==> src/rtl/lc3b_mem_arbiter_if.sv <==
// lc3b_mem_arbiter_if: fetch, data and physical memory buses that meet
// at the memory arbiter, bundled so the arbiter takes a single bus port.
interface lc3b_mem_arbiter_if;
    logic [15:0] imem_address;
    logic        imem_stb;
    logic        imem_cyc;
    logic [15:0] imem_rdata;
    logic        imem_resp;

    logic [15:0] dmem_address;
    logic [15:0] dmem_wdata;
    logic        dmem_stb;
    logic        dmem_cyc;
    logic        dmem_write;
    logic [1:0]  dmem_byte_enable;
    logic [15:0] dmem_rdata;
    logic        dmem_resp;
    logic        dmem_retry;

    logic [15:0] pmem_address;
    logic [15:0] pmem_wdata;
    logic        pmem_stb;
    logic        pmem_cyc;
    logic        pmem_write;
    logic [1:0]  pmem_byte_enable;
    logic [15:0] pmem_rdata;
    logic        pmem_ack;
    logic        pmem_retry;

    // Arbiter side: serves the datapath, masters the physical memory.
    modport master (
        input  imem_address, imem_stb, imem_cyc,
        input  dmem_address, dmem_wdata, dmem_stb, dmem_cyc,
        input  dmem_write, dmem_byte_enable,
        input  pmem_rdata, pmem_ack, pmem_retry,
        output imem_rdata, imem_resp,
        output dmem_rdata, dmem_resp, dmem_retry,
        output pmem_address, pmem_wdata, pmem_stb, pmem_cyc,
        output pmem_write, pmem_byte_enable
    );

    // Environment side: datapath requesters plus the memory itself.
    modport slave (
        output imem_address, imem_stb, imem_cyc,
        output dmem_address, dmem_wdata, dmem_stb, dmem_cyc,
        output dmem_write, dmem_byte_enable,
        output pmem_rdata, pmem_ack, pmem_retry,
        input  imem_rdata, imem_resp,
        input  dmem_rdata, dmem_resp, dmem_retry,
        input  pmem_address, pmem_wdata, pmem_stb, pmem_cyc,
        input  pmem_write, pmem_byte_enable
    );
endinterface

==> src/rtl/lc3b_mem_arbiter.sv <==
// lc3b_mem_arbiter: merges instruction fetch and data ports onto one
// physical memory port with data priority, fetch alternation and retry.
module lc3b_mem_arbiter #(
    parameter int unsigned MAX_RETRY = 4
) (
    input logic                clk,
    input logic                rst_n,
    lc3b_mem_arbiter_if.master bus
);

    typedef enum logic [2:0] {
        IDLE,
        GRANT_I,
        GRANT_D,
        BACKOFF,
        RESP
    } state_t;

    localparam logic [3:0] RETRY_LIMIT = 4'(MAX_RETRY);

    state_t      state_q, state_d;
    logic [15:0] addr_q, addr_d;
    logic [15:0] wdata_q, wdata_d;
    logic        write_q, write_d;
    logic [1:0]  be_q, be_d;
    logic [15:0] irdata_q, irdata_d;
    logic [15:0] drdata_q, drdata_d;
    logic        sel_q, sel_d;
    logic        last_q, last_d;
    logic [3:0]  cnt_q, cnt_d;
    logic        abort_q, abort_d;
    logic        resp_ok_q, resp_ok_d;
    logic        dretry_q, dretry_d;

    logic i_req;
    logic d_req;
    logic own_cyc;
    logic busy;
    logic strobe;

    // A data requester that was just given up on still holds its strobe
    // during the dmem_retry cycle; masking it avoids an instant regrant.
    assign i_req   = bus.imem_stb & bus.imem_cyc;
    assign d_req   = bus.dmem_stb & bus.dmem_cyc & ~dretry_q;
    assign own_cyc = sel_q ? bus.dmem_cyc : bus.imem_cyc;

    assign strobe = (state_q == GRANT_I) | (state_q == GRANT_D);
    assign busy   = strobe | (state_q == BACKOFF);

    assign bus.pmem_stb         = strobe;
    assign bus.pmem_cyc         = busy;
    assign bus.pmem_address     = busy ? addr_q  : '0;
    assign bus.pmem_wdata       = busy ? wdata_q : '0;
    assign bus.pmem_write       = busy & write_q;
    assign bus.pmem_byte_enable = busy ? be_q    : '0;

    assign bus.imem_rdata = irdata_q;
    assign bus.dmem_rdata = drdata_q;
    assign bus.imem_resp  = (state_q == RESP) & resp_ok_q & ~sel_q;
    assign bus.dmem_resp  = (state_q == RESP) & resp_ok_q & sel_q;
    assign bus.dmem_retry = dretry_q;

    // Next-state: arbitration, capture, retry/backoff and completion.
    always_comb begin
        state_d   = state_q;
        addr_d    = addr_q;
        wdata_d   = wdata_q;
        write_d   = write_q;
        be_d      = be_q;
        irdata_d  = irdata_q;
        drdata_d  = drdata_q;
        sel_d     = sel_q;
        last_d    = last_q;
        cnt_d     = cnt_q;
        abort_d   = abort_q;
        resp_ok_d = resp_ok_q;
        dretry_d  = 1'b0;

        unique case (state_q)
            IDLE: begin
                if (d_req && !(i_req && last_q)) begin
                    state_d = GRANT_D;
                    sel_d   = 1'b1;
                    last_d  = 1'b1;
                    addr_d  = bus.dmem_address;
                    wdata_d = bus.dmem_wdata;
                    write_d = bus.dmem_write;
                    be_d    = bus.dmem_byte_enable;
                    cnt_d   = '0;
                    abort_d = 1'b0;
                end else if (i_req) begin
                    state_d = GRANT_I;
                    sel_d   = 1'b0;
                    last_d  = 1'b0;
                    addr_d  = bus.imem_address;
                    wdata_d = '0;
                    write_d = 1'b0;
                    be_d    = '0;
                    cnt_d   = '0;
                    abort_d = 1'b0;
                end
            end

            GRANT_I, GRANT_D: begin
                abort_d = abort_q | ~own_cyc;
                if (bus.pmem_ack) begin
                    state_d   = RESP;
                    resp_ok_d = ~abort_q & own_cyc;
                    if (sel_q) begin
                        drdata_d = bus.pmem_rdata;
                    end else begin
                        irdata_d = bus.pmem_rdata;
                    end
                end else if (bus.pmem_retry) begin
                    if (sel_q && (cnt_q == RETRY_LIMIT)) begin
                        state_d  = IDLE;
                        dretry_d = 1'b1;
                    end else begin
                        state_d = BACKOFF;
                        cnt_d   = cnt_q + 4'd1;
                    end
                end
            end

            BACKOFF: begin
                abort_d = abort_q | ~own_cyc;
                state_d = sel_q ? GRANT_D : GRANT_I;
            end

            RESP: begin
                state_d = IDLE;
            end

            default: begin
                state_d = IDLE;
            end
        endcase
    end

    // State and holding registers; reset abandons any transaction.
    always_ff @(posedge clk or negedge rst_n) begin
        if (!rst_n) begin
            state_q   <= IDLE;
            addr_q    <= '0;
            wdata_q   <= '0;
            write_q   <= 1'b0;
            be_q      <= '0;
            irdata_q  <= '0;
            drdata_q  <= '0;
            sel_q     <= 1'b0;
            last_q    <= 1'b0;
            cnt_q     <= '0;
            abort_q   <= 1'b0;
            resp_ok_q <= 1'b0;
            dretry_q  <= 1'b0;
        end else begin
            state_q   <= state_d;
            addr_q    <= addr_d;
            wdata_q   <= wdata_d;
            write_q   <= write_d;
            be_q      <= be_d;
            irdata_q  <= irdata_d;
            drdata_q  <= drdata_d;
            sel_q     <= sel_d;
            last_q    <= last_d;
            cnt_q     <= cnt_d;
            abort_q   <= abort_d;
            resp_ok_q <= resp_ok_d;
            dretry_q  <= dretry_d;
        end
    end

endmodule

==> src/flat_wrapper.sv <==
// flat-port wrapper written by rule: the top's interface ports become plain ports
module lc3b_mem_arbiter_flat 
#(
    parameter int unsigned MAX_RETRY = 4
)
  (clk, rst_n, bus_imem_address, bus_imem_stb, bus_imem_cyc, bus_dmem_address, bus_dmem_wdata, bus_dmem_stb, bus_dmem_cyc, bus_dmem_write, bus_dmem_byte_enable, bus_pmem_rdata, bus_pmem_ack, bus_pmem_retry, bus_imem_rdata, bus_imem_resp, bus_dmem_rdata, bus_dmem_resp, bus_dmem_retry, bus_pmem_address, bus_pmem_wdata, bus_pmem_stb, bus_pmem_cyc, bus_pmem_write, bus_pmem_byte_enable);
  lc3b_mem_arbiter_if bus_i ();
  input logic clk;
  input logic rst_n;
  input wire logic [$bits(bus_i.imem_address)-1:0] bus_imem_address;
  input wire logic [$bits(bus_i.imem_stb)-1:0] bus_imem_stb;
  input wire logic [$bits(bus_i.imem_cyc)-1:0] bus_imem_cyc;
  input wire logic [$bits(bus_i.dmem_address)-1:0] bus_dmem_address;
  input wire logic [$bits(bus_i.dmem_wdata)-1:0] bus_dmem_wdata;
  input wire logic [$bits(bus_i.dmem_stb)-1:0] bus_dmem_stb;
  input wire logic [$bits(bus_i.dmem_cyc)-1:0] bus_dmem_cyc;
  input wire logic [$bits(bus_i.dmem_write)-1:0] bus_dmem_write;
  input wire logic [$bits(bus_i.dmem_byte_enable)-1:0] bus_dmem_byte_enable;
  input wire logic [$bits(bus_i.pmem_rdata)-1:0] bus_pmem_rdata;
  input wire logic [$bits(bus_i.pmem_ack)-1:0] bus_pmem_ack;
  input wire logic [$bits(bus_i.pmem_retry)-1:0] bus_pmem_retry;
  output wire logic [$bits(bus_i.imem_rdata)-1:0] bus_imem_rdata;
  output wire logic [$bits(bus_i.imem_resp)-1:0] bus_imem_resp;
  output wire logic [$bits(bus_i.dmem_rdata)-1:0] bus_dmem_rdata;
  output wire logic [$bits(bus_i.dmem_resp)-1:0] bus_dmem_resp;
  output wire logic [$bits(bus_i.dmem_retry)-1:0] bus_dmem_retry;
  output wire logic [$bits(bus_i.pmem_address)-1:0] bus_pmem_address;
  output wire logic [$bits(bus_i.pmem_wdata)-1:0] bus_pmem_wdata;
  output wire logic [$bits(bus_i.pmem_stb)-1:0] bus_pmem_stb;
  output wire logic [$bits(bus_i.pmem_cyc)-1:0] bus_pmem_cyc;
  output wire logic [$bits(bus_i.pmem_write)-1:0] bus_pmem_write;
  output wire logic [$bits(bus_i.pmem_byte_enable)-1:0] bus_pmem_byte_enable;
  assign bus_i.imem_address = bus_imem_address;
  assign bus_i.imem_stb = bus_imem_stb;
  assign bus_i.imem_cyc = bus_imem_cyc;
  assign bus_i.dmem_address = bus_dmem_address;
  assign bus_i.dmem_wdata = bus_dmem_wdata;
  assign bus_i.dmem_stb = bus_dmem_stb;
  assign bus_i.dmem_cyc = bus_dmem_cyc;
  assign bus_i.dmem_write = bus_dmem_write;
  assign bus_i.dmem_byte_enable = bus_dmem_byte_enable;
  assign bus_i.pmem_rdata = bus_pmem_rdata;
  assign bus_i.pmem_ack = bus_pmem_ack;
  assign bus_i.pmem_retry = bus_pmem_retry;
  assign bus_imem_rdata = bus_i.imem_rdata;
  assign bus_imem_resp = bus_i.imem_resp;
  assign bus_dmem_rdata = bus_i.dmem_rdata;
  assign bus_dmem_resp = bus_i.dmem_resp;
  assign bus_dmem_retry = bus_i.dmem_retry;
  assign bus_pmem_address = bus_i.pmem_address;
  assign bus_pmem_wdata = bus_i.pmem_wdata;
  assign bus_pmem_stb = bus_i.pmem_stb;
  assign bus_pmem_cyc = bus_i.pmem_cyc;
  assign bus_pmem_write = bus_i.pmem_write;
  assign bus_pmem_byte_enable = bus_i.pmem_byte_enable;
  lc3b_mem_arbiter #(.MAX_RETRY(MAX_RETRY)) u_core (.clk(clk), .rst_n(rst_n), .bus(bus_i));
endmodule
==> config.mk <==
export PLATFORM = sky130hd
export DESIGN_NAME = lc3b_mem_arbiter_flat
export DESIGN_NICKNAME = d
export VERILOG_FILES = /design/src/rtl/lc3b_mem_arbiter_if.sv /design/src/rtl/lc3b_mem_arbiter.sv /design/src/flat_wrapper.sv
export SDC_FILE = /design/constraint.sdc
export NUM_CORES = 1
export LEC_CHECK = 0
export BUFFER_PORTS_ARGS = -buffer_cell sky130_fd_sc_hd__buf_2
export CAP_MARGIN = 0
export CORE_MARGIN = 2
export CORE_UTILIZATION = 43
export DETAILED_ROUTE_END_ITERATION = 16
export PLACE_DENSITY_LB_ADDON = 0.3
export SLEW_MARGIN = 40
export SYNTH_ARGS = -nofsm -noshare
export SYNTH_HDL_FRONTEND = slang
export SYNTH_SLANG_ARGS = --single-unit
==> constraint.sdc <==
create_clock -name clk -period 1.97 [get_ports clk]
set_clock_uncertainty 0.1 [all_clocks]
set_input_delay 0.2955 -clock clk [delete_from_list [all_inputs] [get_ports clk]]
set_output_delay 0.2955 -clock clk [all_outputs]
set_load 0.01 [all_outputs]
==> metrics.md <==
| Metric | Value |
|---|---|
| Endpoint class of the critical path | register |
| Total CTS buffers | 9 |
| Antenna violations before repair | 0 |
| DIE HEIGHT | 94.8 µm |
| CP arrival | 2.08 ns |
| Crit Path Class | reg -> reg |
| Vias in the first global route | 2775 |
| Crit Path Max Fanout | 9 |
| Routed Wire Length | 8.36 mm |
| Clock Sinks | 78 |
| Largest family of logic cells by synthesized area | multiplexers |
| Max-slew headroom | 71.8% |
| Die Area | 0.00898 mm² |
| All-layer global routing usage | 19.3% |
| CTS Buffer Depth | 2 |
| Register bit total from synthesis | 78 |
| DRT antenna net count | 0 |
| I/O pins | 147 |
| P_leak | 2.55 nW |
| Hold depth | 2 |
| Cell variety after synth | 37 |
| Post-synthesis simple-gate area fraction | 13.1% |
| Compound-cell area share of the yosys netlist | 9.89% |
| Total core area | 0.00809 mm² |
| Sequential element share of the synthesized area | 55.1% |
| RR Startpoint | u_core.state_q[2] |
| Dominant cell type by area after synthesis | dfrtp_1 |
| Syn Std Cell Area | 0.00354 mm² |
| Max-Cap Viols | 0 |
| Tightest Hold Check Type | in -> reg |
| Synth Instances | 294 |
| Post-synthesis xor/xnor area fraction | 0.494% |
| CP required | 2.14 ns |
| Endpoints failing setup | 0 |
| Initial drt markers | 97 |
| Clk_lat worst skew | 0.34 ns |
| Slew Viols, Final | 0 |
| Nets | 532 |
| Ys Warns | 0 |
| Synth Area in Adders | 0.706% |
| Post-synth top area share | 55.1% |
| Syn avg cell area | 12.1 µm² |
| PD cells | 1510 mW/mm² |
| Startpoint types | register |
| Synth Net Count | 371 |
| DRT Pass-1 Iters | 4 |
| Worst R2R End | u_core.wdata_q[9] |
| Commonest non-fill, non-tap cell in the layout | buf_2 |
| Vias per inst | 4.91 |
| Layout area overhead | 36.9% |
| Initial core utilization | 43.8% |
| Final period util | 97.0% |
| H-tree depth | 3 |
| Min Hold Slack | 0.0647 ns |
| Row count | 33 |
| Post-DP HPWL | 5.71 mm |
| Hold Fails Final Rpt | 0 |
| R2r worst-path depth | 6 |
| IO buf count | 146 |
| First-pass GRT wire length | 13.2 mm |
| R2R setup slack | 0.06 ns |
| Per-cell routed wire length | 14.8 µm |
| Finished Cell Area | 0.00485 mm² |
| Largest net degree at the start of global routing | 54 |
| Root Buffer | clkbuf_8 |
| Status | finished clean |
| Routability cong. | 0.826 |
| Ant diodes | 0 |
| Worst Tran Pin Value | 0.424 ns |
| Post-synthesis async set-or-reset flop share | 100% |
| WHS Endpoint | u_core.wdata_q[14] |
| CTS tree | built |
| Hold Crit Start | bus_dmem_wdata[14] |
| Most frequent cells in the layout | buf_2, dfrtp_1, and2_1, mux2_2, o21ai_0 |
| Setup TNS | 0 ns |
| FMAX | 523 MHz |
| VDD IR max | 0.561 mV |
| GRT overflow | 0 |
| EDFF count, synth | 0 |
| Remaining DRCs | 0 |
| Layout cells sized above 1 | 49.5% |
| Die X | 94.8 µm |
| Clock Pin Slew Worst Setup and Hold Paths | 0.08 ns |
| Post-synthesis mux area share | 16.3% |
| Vias | 2771 |
| Crit path time final | 1.91 ns |
| Total power | 7.32 mW |
| Area contributors post-synth | dfrtp_1, mux2_2, and2_1, mux2i_1, a22o_1 |
| Ys flop type | dfrtp_1 |
| Placed instance area | 0.00442 mm² |
==> sequential cells by signal, summed over array words and instances, names as in the netlist, 2 cells and up <==
name	cells
u_core.addr_q	16
u_core.be_q	2
u_core.bus.dmem_rdata	16
u_core.wdata_q	16
u_core.state_q	3
u_core.bus.imem_rdata	16
u_core.cnt_q	4
==> worst max path at each step <==
| stage | startpoint | end | slack, ns | cells past startpoint |
|---|---|---|---|---|
| 2_1_floorplan | u_core.state_q[1] | u_core.bus.imem_rdata[10] | 0.10 | 8 |
| 3_3_place_gp | u_core.state_q[2] | bus_pmem_address[11] | -0.08 | 3 |
| 3_5_place_dp | u_core.state_q[1] | u_core.bus.imem_rdata[2] | -0.05 | 5 |
| 4_1_cts | u_core.state_q[1] | u_core.bus.dmem_rdata[2] | -0.02 | 5 |
| 5_1_grt | u_core.state_q[0] | bus_pmem_byte_enable[0] | -0.01 | 5 |
| 6_report | u_core.state_q[2] | u_core.wdata_q[9] | 0.06 | 6 |
==> cell families (layout without fill, tap and decap cells) <==
family	count (synthesis)	count (layout)
XOR/XNOR	2	2
flip-flops	78	78
multiplexers	50	50
AO/OA/AOI/OAI	51	51
buffers and inverters	27	191
adder cells (fa/ha/maj)	2	2
AND/OR/NAND/NOR	84	85
==> area by class of cell <==
cell class / count / area, µm²
Clock buffer: 11 / 131
Clock inverter: 4 / 48.8
Fill cell: 711 / 3240
Inverter: 6 / 22.5
Multi-Input combinational cell: 190 / 1510
Sequential cell: 78 / 1950
Tap cell: 105 / 131
Timing Repair Buffer: 170 / 1050
==> synth_stat cells (2+ instances only) <==
| cell | count |
|---|---|
| dfrtp_1 | 78 |
| and2_1 | 35 |
| mux2_2 | 23 |
| o21ai_0 | 21 |
| a22o_1 | 19 |
| nand2_1 | 19 |
| mux2i_1 | 17 |
| buf_2 | 10 |
| mux2_4 | 10 |
| nor2_1 | 7 |
| clkbuf_1 | 6 |
| inv_1 | 6 |
| a21oi_1 | 5 |
| nand3_1 | 5 |
| or3_1 | 5 |
| nand4_1 | 4 |
| buf_6 | 3 |
| ha_1 | 2 |
==> timing repair <==
action	CTS	global route
gates cloned	2	0
hold buffers	1	0
setup endpoints to repair	70	79
gates resized for setup	9	5
hold endpoints to repair	32	0
pin swaps	4	4
buffers inserted	9	3
==> worst max-delay path: stages (launching register included) <==
cell and delay [ns]:
dfrtp_2 0.42, buf_6 0.14, or3_4 0.41, a311oi_4 0.31, buf_4 0.20, buf_12 0.12, a22o_1 0.14
==> power by group <==
| group | internal (mW) | leakage [nW] | switching, mW |
|---|---|---|---|
| clock | 0.578 | 0.0931 | 0.540 |
| combinational | 1.83 | 1.48 | 1.64 |
| sequential | 2.32 | 0.972 | 0.408 |
| total | 4.73 | 2.55 | 2.59 |
==> metal layers <==
metal	GRT usage (%)	share of wire (%)	vias to the layer above
li1	-	-	1343
met1	25.2	45	1301
met2	30.7	45	116
met3	4.31	7.6	11
met4	8.70	1.6	0
met5	0	0	-
==> metrics by stage <==
stage / utilization (%) / instances / setup WS [ns]
floorplan: - / 294 / 0.104
global placement: 54.5 / 535 / -0.0790
detailed placement: 54.6 / 535 / -0.0486
CTS: 59.2 / 562 / -0.0163
global route: 59.9 / 564 / -0.0118
finish: 59.9 / 564 / 0.0587
Note: power is estimated with default switching activity, not from simulation.
